===== src/rtl/hazard_stall_ctrl_if.sv =====
// ---------------------------------------------------------------------------
// hazard_stall_ctrl_if
// Bundle of the signals exchanged between the pipeline datapath and the
// hazard/stall controller.
//   master : pipeline side. It drives the stage-2/3/4 status and receives
//            the stall, hold, freeze and status outputs.
//   slave  : controller side. It receives the status and drives the outputs.
// Stage-2 inputs  : r1_addr, r2_addr, r1_used, r2_used
// Stage-3 inputs  : waddr_s3, rw_s3 (active-low write), sel_mem_s3, halt_s3
// Stage-4 inputs  : mem_req_s4, mem_ready
// Outputs         : stall_pipe, hold_s1, freeze_all, halted, mem_timeout,
//                   stall_count
// ---------------------------------------------------------------------------
interface hazard_stall_ctrl_if #(
    parameter int REG_ADDR_LEFT = 4,
    parameter int CNT_BITS      = 16
);
    logic [REG_ADDR_LEFT:0] r1_addr;
    logic [REG_ADDR_LEFT:0] r2_addr;
    logic                   r1_used;
    logic                   r2_used;
    logic [REG_ADDR_LEFT:0] waddr_s3;
    logic                   rw_s3;
    logic                   sel_mem_s3;
    logic                   halt_s3;
    logic                   mem_req_s4;
    logic                   mem_ready;
    logic                   stall_pipe;
    logic                   hold_s1;
    logic                   freeze_all;
    logic                   halted;
    logic                   mem_timeout;
    logic [CNT_BITS-1:0]    stall_count;

    modport master (
        output r1_addr, r2_addr, r1_used, r2_used,
        output waddr_s3, rw_s3, sel_mem_s3, halt_s3,
        output mem_req_s4, mem_ready,
        input  stall_pipe, hold_s1, freeze_all, halted, mem_timeout, stall_count
    );

    modport slave (
        input  r1_addr, r2_addr, r1_used, r2_used,
        input  waddr_s3, rw_s3, sel_mem_s3, halt_s3,
        input  mem_req_s4, mem_ready,
        output stall_pipe, hold_s1, freeze_all, halted, mem_timeout, stall_count
    );
endinterface


===== src/rtl/hazard_stall_ctrl.sv =====
// ---------------------------------------------------------------------------
// hazard_stall_ctrl
// This module is the pipeline hazard and stall controller. It sits beside the
// ID/EX register and performs four jobs:
//   - It inserts a one-cycle bubble on a load-use hazard between decode and
//     execute.
//   - It freezes the whole pipe while data memory is not ready. If the wait
//     runs past MAX_WAIT cycles, it parks in ERROR.
//   - After a halt reaches execute, it drains stages 4-5 for two cycles and
//     then parks in HALTED.
//   - It keeps a saturating count of every stall or freeze cycle.
// Ports:
//   clk : rising-edge clock
//   rst : synchronous, active-high reset
//   bus : hazard_stall_ctrl_if.slave, which carries all status inputs and
//         control outputs
// The stall, hold, freeze and halted outputs are Mealy outputs of the FSM.
// This allows the load-use bubble to appear with zero latency.
// ---------------------------------------------------------------------------
module hazard_stall_ctrl #(
    parameter int REG_ADDR_LEFT = 4,
    parameter int MAX_WAIT      = 8,
    parameter int CNT_BITS      = 16
) (
    input  logic                clk,
    input  logic                rst,
    hazard_stall_ctrl_if.slave  bus
);

    localparam int WAIT_BITS = $clog2(MAX_WAIT + 1);

    typedef enum logic [2:0] {
        ST_RUN      = 3'd0,
        ST_MEM_WAIT = 3'd1,
        ST_DRAIN    = 3'd2,
        ST_HALTED   = 3'd3,
        ST_ERROR    = 3'd4
    } state_e;

    state_e                 state_q, state_d;
    logic [WAIT_BITS-1:0]   wait_cnt_q, wait_cnt_d;
    logic                   drain_cnt_q, drain_cnt_d;
    logic                   mem_timeout_q;
    logic [CNT_BITS-1:0]    stall_count_q;

    logic                   lu_hazard;
    logic                   mem_stall;
    logic                   r1_match;
    logic                   r2_match;
    logic                   stall_pipe_s;
    logic                   hold_s1_s;
    logic                   freeze_all_s;
    logic                   halted_s;

    // Hazard detection. Register 0 is hard-wired, so it never creates a dependency.
    assign r1_match  = bus.r1_used & (bus.r1_addr == bus.waddr_s3);
    assign r2_match  = bus.r2_used & (bus.r2_addr == bus.waddr_s3);
    assign lu_hazard = bus.sel_mem_s3 & ~bus.rw_s3
                     & (bus.waddr_s3 != {(REG_ADDR_LEFT+1){1'b0}})
                     & (r1_match | r2_match);
    assign mem_stall = bus.mem_req_s4 & ~bus.mem_ready;

    // Next-state and Mealy output logic
    always_comb begin
        state_d      = state_q;
        wait_cnt_d   = wait_cnt_q;
        drain_cnt_d  = drain_cnt_q;
        stall_pipe_s = 1'b0;
        hold_s1_s    = 1'b0;
        freeze_all_s = 1'b0;
        halted_s     = 1'b0;
        case (state_q)
            ST_RUN: begin
                if (mem_stall) begin
                    freeze_all_s = 1'b1;
                    hold_s1_s    = 1'b1;
                    state_d      = ST_MEM_WAIT;
                    wait_cnt_d   = WAIT_BITS'(1);
                end else if (bus.halt_s3) begin
                    // The halt itself advances into stage 4. Draining starts next cycle.
                    state_d      = ST_DRAIN;
                    drain_cnt_d  = 1'b0;
                end else if (lu_hazard) begin
                    stall_pipe_s = 1'b1;
                    hold_s1_s    = 1'b1;
                end else begin
                    state_d      = ST_RUN;
                end
            end
            ST_MEM_WAIT: begin
                freeze_all_s = 1'b1;
                hold_s1_s    = 1'b1;
                if (bus.mem_ready) begin
                    // A completion on the last tolerated cycle still recovers.
                    state_d    = ST_RUN;
                    wait_cnt_d = {WAIT_BITS{1'b0}};
                end else if (wait_cnt_q == WAIT_BITS'(MAX_WAIT)) begin
                    state_d    = ST_ERROR;
                end else begin
                    wait_cnt_d = wait_cnt_q + WAIT_BITS'(1);
                end
            end
            ST_DRAIN: begin
                hold_s1_s = 1'b1;
                if (mem_stall) begin
                    // Freezing takes precedence: ID/EX holds, and the drain count waits.
                    freeze_all_s = 1'b1;
                end else if (drain_cnt_q) begin
                    stall_pipe_s = 1'b1;
                    state_d      = ST_HALTED;
                    drain_cnt_d  = 1'b0;
                end else begin
                    stall_pipe_s = 1'b1;
                    drain_cnt_d  = 1'b1;
                end
            end
            ST_HALTED: begin
                stall_pipe_s = 1'b1;
                hold_s1_s    = 1'b1;
                halted_s     = 1'b1;
            end
            ST_ERROR: begin
                freeze_all_s = 1'b1;
                hold_s1_s    = 1'b1;
            end
            default: begin
                state_d     = ST_RUN;
                wait_cnt_d  = {WAIT_BITS{1'b0}};
                drain_cnt_d = 1'b0;
            end
        endcase
    end

    // State, counters, sticky timeout flag and the saturating statistics counter
    always_ff @(posedge clk) begin
        if (rst) begin
            state_q       <= ST_RUN;
            wait_cnt_q    <= {WAIT_BITS{1'b0}};
            drain_cnt_q   <= 1'b0;
            mem_timeout_q <= 1'b0;
            stall_count_q <= {CNT_BITS{1'b0}};
        end else begin
            state_q       <= state_d;
            wait_cnt_q    <= wait_cnt_d;
            drain_cnt_q   <= drain_cnt_d;
            mem_timeout_q <= (state_d == ST_ERROR);
            if ((stall_pipe_s | freeze_all_s) && (stall_count_q != {CNT_BITS{1'b1}})) begin
                stall_count_q <= stall_count_q + CNT_BITS'(1);
            end else begin
                stall_count_q <= stall_count_q;
            end
        end
    end

    assign bus.stall_pipe  = stall_pipe_s;
    assign bus.hold_s1     = hold_s1_s;
    assign bus.freeze_all  = freeze_all_s;
    assign bus.halted      = halted_s;
    assign bus.mem_timeout = mem_timeout_q;
    assign bus.stall_count = stall_count_q;

endmodule


===== src/flat_wrapper.sv =====
// flat-port wrapper written by rule: the top's interface ports become plain ports
module hazard_stall_ctrl_flat 
#(
    parameter int REG_ADDR_LEFT = 4,
    parameter int MAX_WAIT      = 8,
    parameter int CNT_BITS      = 16
)
  (clk, rst, bus_r1_addr, bus_r2_addr, bus_r1_used, bus_r2_used, bus_waddr_s3, bus_rw_s3, bus_sel_mem_s3, bus_halt_s3, bus_mem_req_s4, bus_mem_ready, bus_stall_pipe, bus_hold_s1, bus_freeze_all, bus_halted, bus_mem_timeout, bus_stall_count);
  hazard_stall_ctrl_if #(.REG_ADDR_LEFT(REG_ADDR_LEFT), .CNT_BITS(CNT_BITS)) bus_i ();
  input  logic clk;
  input  logic rst;
  input wire logic [$bits(bus_i.r1_addr)-1:0] bus_r1_addr;
  input wire logic [$bits(bus_i.r2_addr)-1:0] bus_r2_addr;
  input wire logic [$bits(bus_i.r1_used)-1:0] bus_r1_used;
  input wire logic [$bits(bus_i.r2_used)-1:0] bus_r2_used;
  input wire logic [$bits(bus_i.waddr_s3)-1:0] bus_waddr_s3;
  input wire logic [$bits(bus_i.rw_s3)-1:0] bus_rw_s3;
  input wire logic [$bits(bus_i.sel_mem_s3)-1:0] bus_sel_mem_s3;
  input wire logic [$bits(bus_i.halt_s3)-1:0] bus_halt_s3;
  input wire logic [$bits(bus_i.mem_req_s4)-1:0] bus_mem_req_s4;
  input wire logic [$bits(bus_i.mem_ready)-1:0] bus_mem_ready;
  output wire logic [$bits(bus_i.stall_pipe)-1:0] bus_stall_pipe;
  output wire logic [$bits(bus_i.hold_s1)-1:0] bus_hold_s1;
  output wire logic [$bits(bus_i.freeze_all)-1:0] bus_freeze_all;
  output wire logic [$bits(bus_i.halted)-1:0] bus_halted;
  output wire logic [$bits(bus_i.mem_timeout)-1:0] bus_mem_timeout;
  output wire logic [$bits(bus_i.stall_count)-1:0] bus_stall_count;
  assign bus_i.r1_addr = bus_r1_addr;
  assign bus_i.r2_addr = bus_r2_addr;
  assign bus_i.r1_used = bus_r1_used;
  assign bus_i.r2_used = bus_r2_used;
  assign bus_i.waddr_s3 = bus_waddr_s3;
  assign bus_i.rw_s3 = bus_rw_s3;
  assign bus_i.sel_mem_s3 = bus_sel_mem_s3;
  assign bus_i.halt_s3 = bus_halt_s3;
  assign bus_i.mem_req_s4 = bus_mem_req_s4;
  assign bus_i.mem_ready = bus_mem_ready;
  assign bus_stall_pipe = bus_i.stall_pipe;
  assign bus_hold_s1 = bus_i.hold_s1;
  assign bus_freeze_all = bus_i.freeze_all;
  assign bus_halted = bus_i.halted;
  assign bus_mem_timeout = bus_i.mem_timeout;
  assign bus_stall_count = bus_i.stall_count;
  hazard_stall_ctrl #(.REG_ADDR_LEFT(REG_ADDR_LEFT), .MAX_WAIT(MAX_WAIT), .CNT_BITS(CNT_BITS)) u_core (.clk(clk), .rst(rst), .bus(bus_i));
endmodule

===== config.mk =====
export PLATFORM = sky130hd
export DESIGN_NAME = hazard_stall_ctrl_flat
export DESIGN_NICKNAME = d
export VERILOG_FILES = /design/src/rtl/hazard_stall_ctrl_if.sv /design/src/rtl/hazard_stall_ctrl.sv /design/src/flat_wrapper.sv
export SDC_FILE = /design/constraint.sdc
export NUM_CORES = 1
export LEC_CHECK = 0
export CAP_MARGIN = 20
export CELL_PAD_IN_SITES_DETAIL_PLACEMENT = 0
export CELL_PAD_IN_SITES_GLOBAL_PLACEMENT = 1
export CORE_ASPECT_RATIO = 0.5
export CORE_MARGIN = 5
export CORE_UTILIZATION = 36
export DETAILED_ROUTE_END_ITERATION = 8
export GPL_ROUTABILITY_DRIVEN = 0
export PLACE_DENSITY = 0.85
export SYNTH_ARGS = -nofsm -noshare
export SYNTH_HDL_FRONTEND = slang
export SYNTH_SLANG_ARGS = --single-unit

===== constraint.sdc =====
create_clock -name clk -period 3.8 [get_ports clk]
set_input_delay 0.57 -clock clk [delete_from_list [all_inputs] [get_ports clk]]
set_output_delay 0.57 -clock clk [all_outputs]
set_load 0.02 [all_outputs]

==> reports/metrics.yaml <==
run_status:
  status: "completed"
power_and_ir_drop:
  ir_drop_uv: 107
  p_leak_nw: 0.649
  power.density_mw_per_mm2: 278
global_routing:
  antenna_found_initial: 0
  grt_max_degree: 28
  grtUsageTotal_pct: 13.9
  overflow: 0
  grt_pass1_wl_mm: 6.68
  first_global_vias: 1500
yosys:
  synth-edff-count: 0
  mappedNetlistArea_mm2: 0.00154
  synth_top_area_cell: "dfxtp_1"
  synth_ff_type: "dfxtp_1"
  synthArstFlopShare_pct: 0
  synth.top_cell.area_share_pct: 32.6
  synth.distinct_cells: 52
  yosysWarnings: 0
  synth_nets: 217
  syn_avg_cell_area_um2: 8.09
  ys_seq_area_share_pct: 32.6
  yosys-top-cells-area: "dfxtp_1 (33%), a21oi_1 (7.2%), xnor2_1 (5.7%)"
  ys_ff_latch: 25
  synthCells: 190
layout:
  synthToLayoutAreaGrowth_pct: 33.1
  finalNetCount: 258
  fillers: 407
  diodes: 0
  final_area_mm2: 0.00204
  drive_above_1_share_pct: 8.26
  final_common_cell: "clkdlybuf4s50_1"
  mostFrequentLayoutCells: "clkdlybuf4s50_1 (44), dfxtp_1 (25), a21oi_1 (22), nor2_1 (18), nand2_1 (11)"
sta:
  drv_slew: 0
  min_period_over_period_pct: 86.2
  tns_ps: 0
  fin_crit_ps: 3280
  rsz0062_at_grt: "false"
  finClkSkew_ps: 6.47
  maxSlewHeadroom_pct: 37.7
  setup_violations: 0
  tightestPinTransition_ps: 932
  hold_violations: 0
  clock.fmax_mhz: 305
setup_path:
  r2r_slack_ps: 1400
  crit_type: "in2out"
  cp.required_ps: 3230
  worstReg2RegEnd: "u_core.bus.stall_count[14]$_SDFFE_PP0P_"
  crit_top_cell: "clkdlybuf4s50_1"
  path_cells: "clkdlybuf4s50_1 > or4_1 > o211ai_2 > nor2_2 > a21oi_4 > inv_1 > clkdlybuf4s50_1"
  worst_path_max_delay_cell: "or4_1"
  timing.reg2reg.worst_path_depth: 6
  worst_setup_path_end_kind: "output port"
  cp.arrival_ps: 2710
  max_stage_delay_ps: 560
  path_max_fanout: 4
  start_kind: "input pin"
  reg2reg_from: "u_core.bus.stall_count[1]$_SDFFE_PP0P_"
clocking:
  cts_resized: 0
  cts.sinks: 25
  cts.clk_slew.worst_paths_ps: 100
  htreeDepth: 1
  ctsHoldBuffers: 0
  insertion_delay_ps: 280
  clock_path_buffers: 2
  cts_tree: "yes"
  post_cts_buffers: 0
  numCtsBuffers: 3
  clockRootBuffer: "clkbuf_8"
drt:
  drtIter0Drc: 53
  drc: 0
  finalWirelength_mm: 3.75
  vias_per_cell: 5.40
  ant_nets: 0
  routedWlPerCell_um: 13.2
  dr.pass1.iters: 6
  vias: 1533
placed_design:
  port_buffers: 44
  dpl_cell_area_mm2: 0.00200
  dp_hpwl_mm: 2.82
min_path:
  worstHoldStart: "u_core.bus.stall_count[9]$_SDFFE_PP0P_"
  holdPathEnd: "u_core.bus.stall_count[9]$_SDFFE_PP0P_"
  hold-path-cell-count: 2
  hold_path_class: "reg2reg"
floorplanning:
  ios: 45
  rows: 16
  core_mm2: 0.00400
  start_util_pct: 38.4
  die_height_um: 56.2
  die_w_um: 102
  die_area_mm2: 0.00575
job:
  timing.max_cap.violations: 0
## registers in the layout, indices dropped and copies added (netlist names)
name	count
u_core.state_q	3
u_core.bus.stall_count	16
u_core.wait_cnt_q	4
u_core.drain_cnt_q	1
u_core.bus.mem_timeout	1
## metal layers
layer / share of wire [%] / vias to the layer above / wire, um / track usage (%)
li1: - / 790 / - / -
met1: 46 / 692 / 1720 / 17.3
met2: 47 / 47 / 1750 / 23.8
met3: 6.1 / 4 / 230 / 3.25
met4: 1.1 / 0 / 42 / 3.93
met5: 0 / - / 0 / 0
## worst max-delay path by stage
stage,startpoint,endpoint,cells past startpoint
3_3_place_gp,bus_waddr_s3[1],bus_hold_s1,7
5_1_grt,bus_waddr_s3[1],bus_hold_s1,7
4_1_cts,bus_waddr_s3[1],bus_hold_s1,7
2_1_floorplan,bus_waddr_s3[1],bus_hold_s1,6
6_report,bus_waddr_s3[1],bus_hold_s1,7
3_5_place_dp,bus_waddr_s3[1],bus_hold_s1,7
## cell type report
type	instances	area, um2	area share (%)
multi-input cells	147	946	46.3
flip-flops and latches	25	500	24.5
repair buffers	45	448	21.9
well taps	54	67.6	3.30
clock buffers	3	41.3	2.02
inverters	9	33.8	1.65
clock inverters	1	7.51	0.367
## synth_stat cells (2+ instances only)
| master | instances |
|---|---|
| or4_1 | 8 |
| clkbuf_1 | 4 |
| nor2b_1 | 3 |
| buf_2 | 3 |
| nand2_1 | 11 |
| a21oi_1 | 22 |
| ha_1 | 3 |
| or3_1 | 2 |
| a31oi_1 | 3 |
| nor4_1 | 2 |
| xor2_1 | 2 |
| o21ai_0 | 4 |
| o31ai_1 | 8 |
| and3_1 | 2 |
| inv_1 | 8 |
| a311oi_1 | 2 |
| xnor2_1 | 10 |
| nor2_1 | 18 |
| nand3_1 | 7 |
| nand4_1 | 3 |
| dfxtp_1 | 25 |
| o21ai_1 | 3 |
| nor3_1 | 8 |
## cell families (layout without fill, tap and decap cells)
| group | count (synthesis) | count (layout) | synth area share, % |
|---|---|---|---|
| flip-flops | 25 | 25 | 32.6 |
| XOR/XNOR | 12 | 12 | 6.84 |
| multiplexers | 1 | 1 | 0.977 |
| adder cells (fa/ha/maj) | 3 | 3 | 2.44 |
| AO/OA/AOI/OAI | 55 | 55 | 23.9 |
| buffers and inverters | 18 | 58 | 5.86 |
| AND/OR/NAND/NOR | 76 | 76 | 27.4 |
## power by group
group          switching (W)  internal (W)
Sequential         0.0000119      0.000269
Combinational      0.0000615     0.0000602
Clock              0.0000920     0.0000745
Total               0.000165      0.000404
## critical path, delay by kind of cell
family | cells | cell delay [ps]
buffers and inverters | 3 | 1090
AO/OA/AOI/OAI | 2 | 400
AND/OR/NAND/NOR | 2 | 640
## through the flow
stage | setup WS [ps] | total power, W | util, % | hold slack, ps | instances
final | 525 | 0.000569 | 51.1 | 489 | 284
after floorplan | 1370 | 0.000359 | - | 479 | 190
after CTS | 503 | 0.000579 | 51.1 | 494 | 284
after global placement | 525 | 0.000407 | 49.8 | 473 | 280
after detailed placement | 503 | 0.000409 | 49.8 | 481 | 280
after global routing | 411 | 0.000605 | 51.1 | 531 | 284
Note: power is estimated with default switching activity, not from simulation.
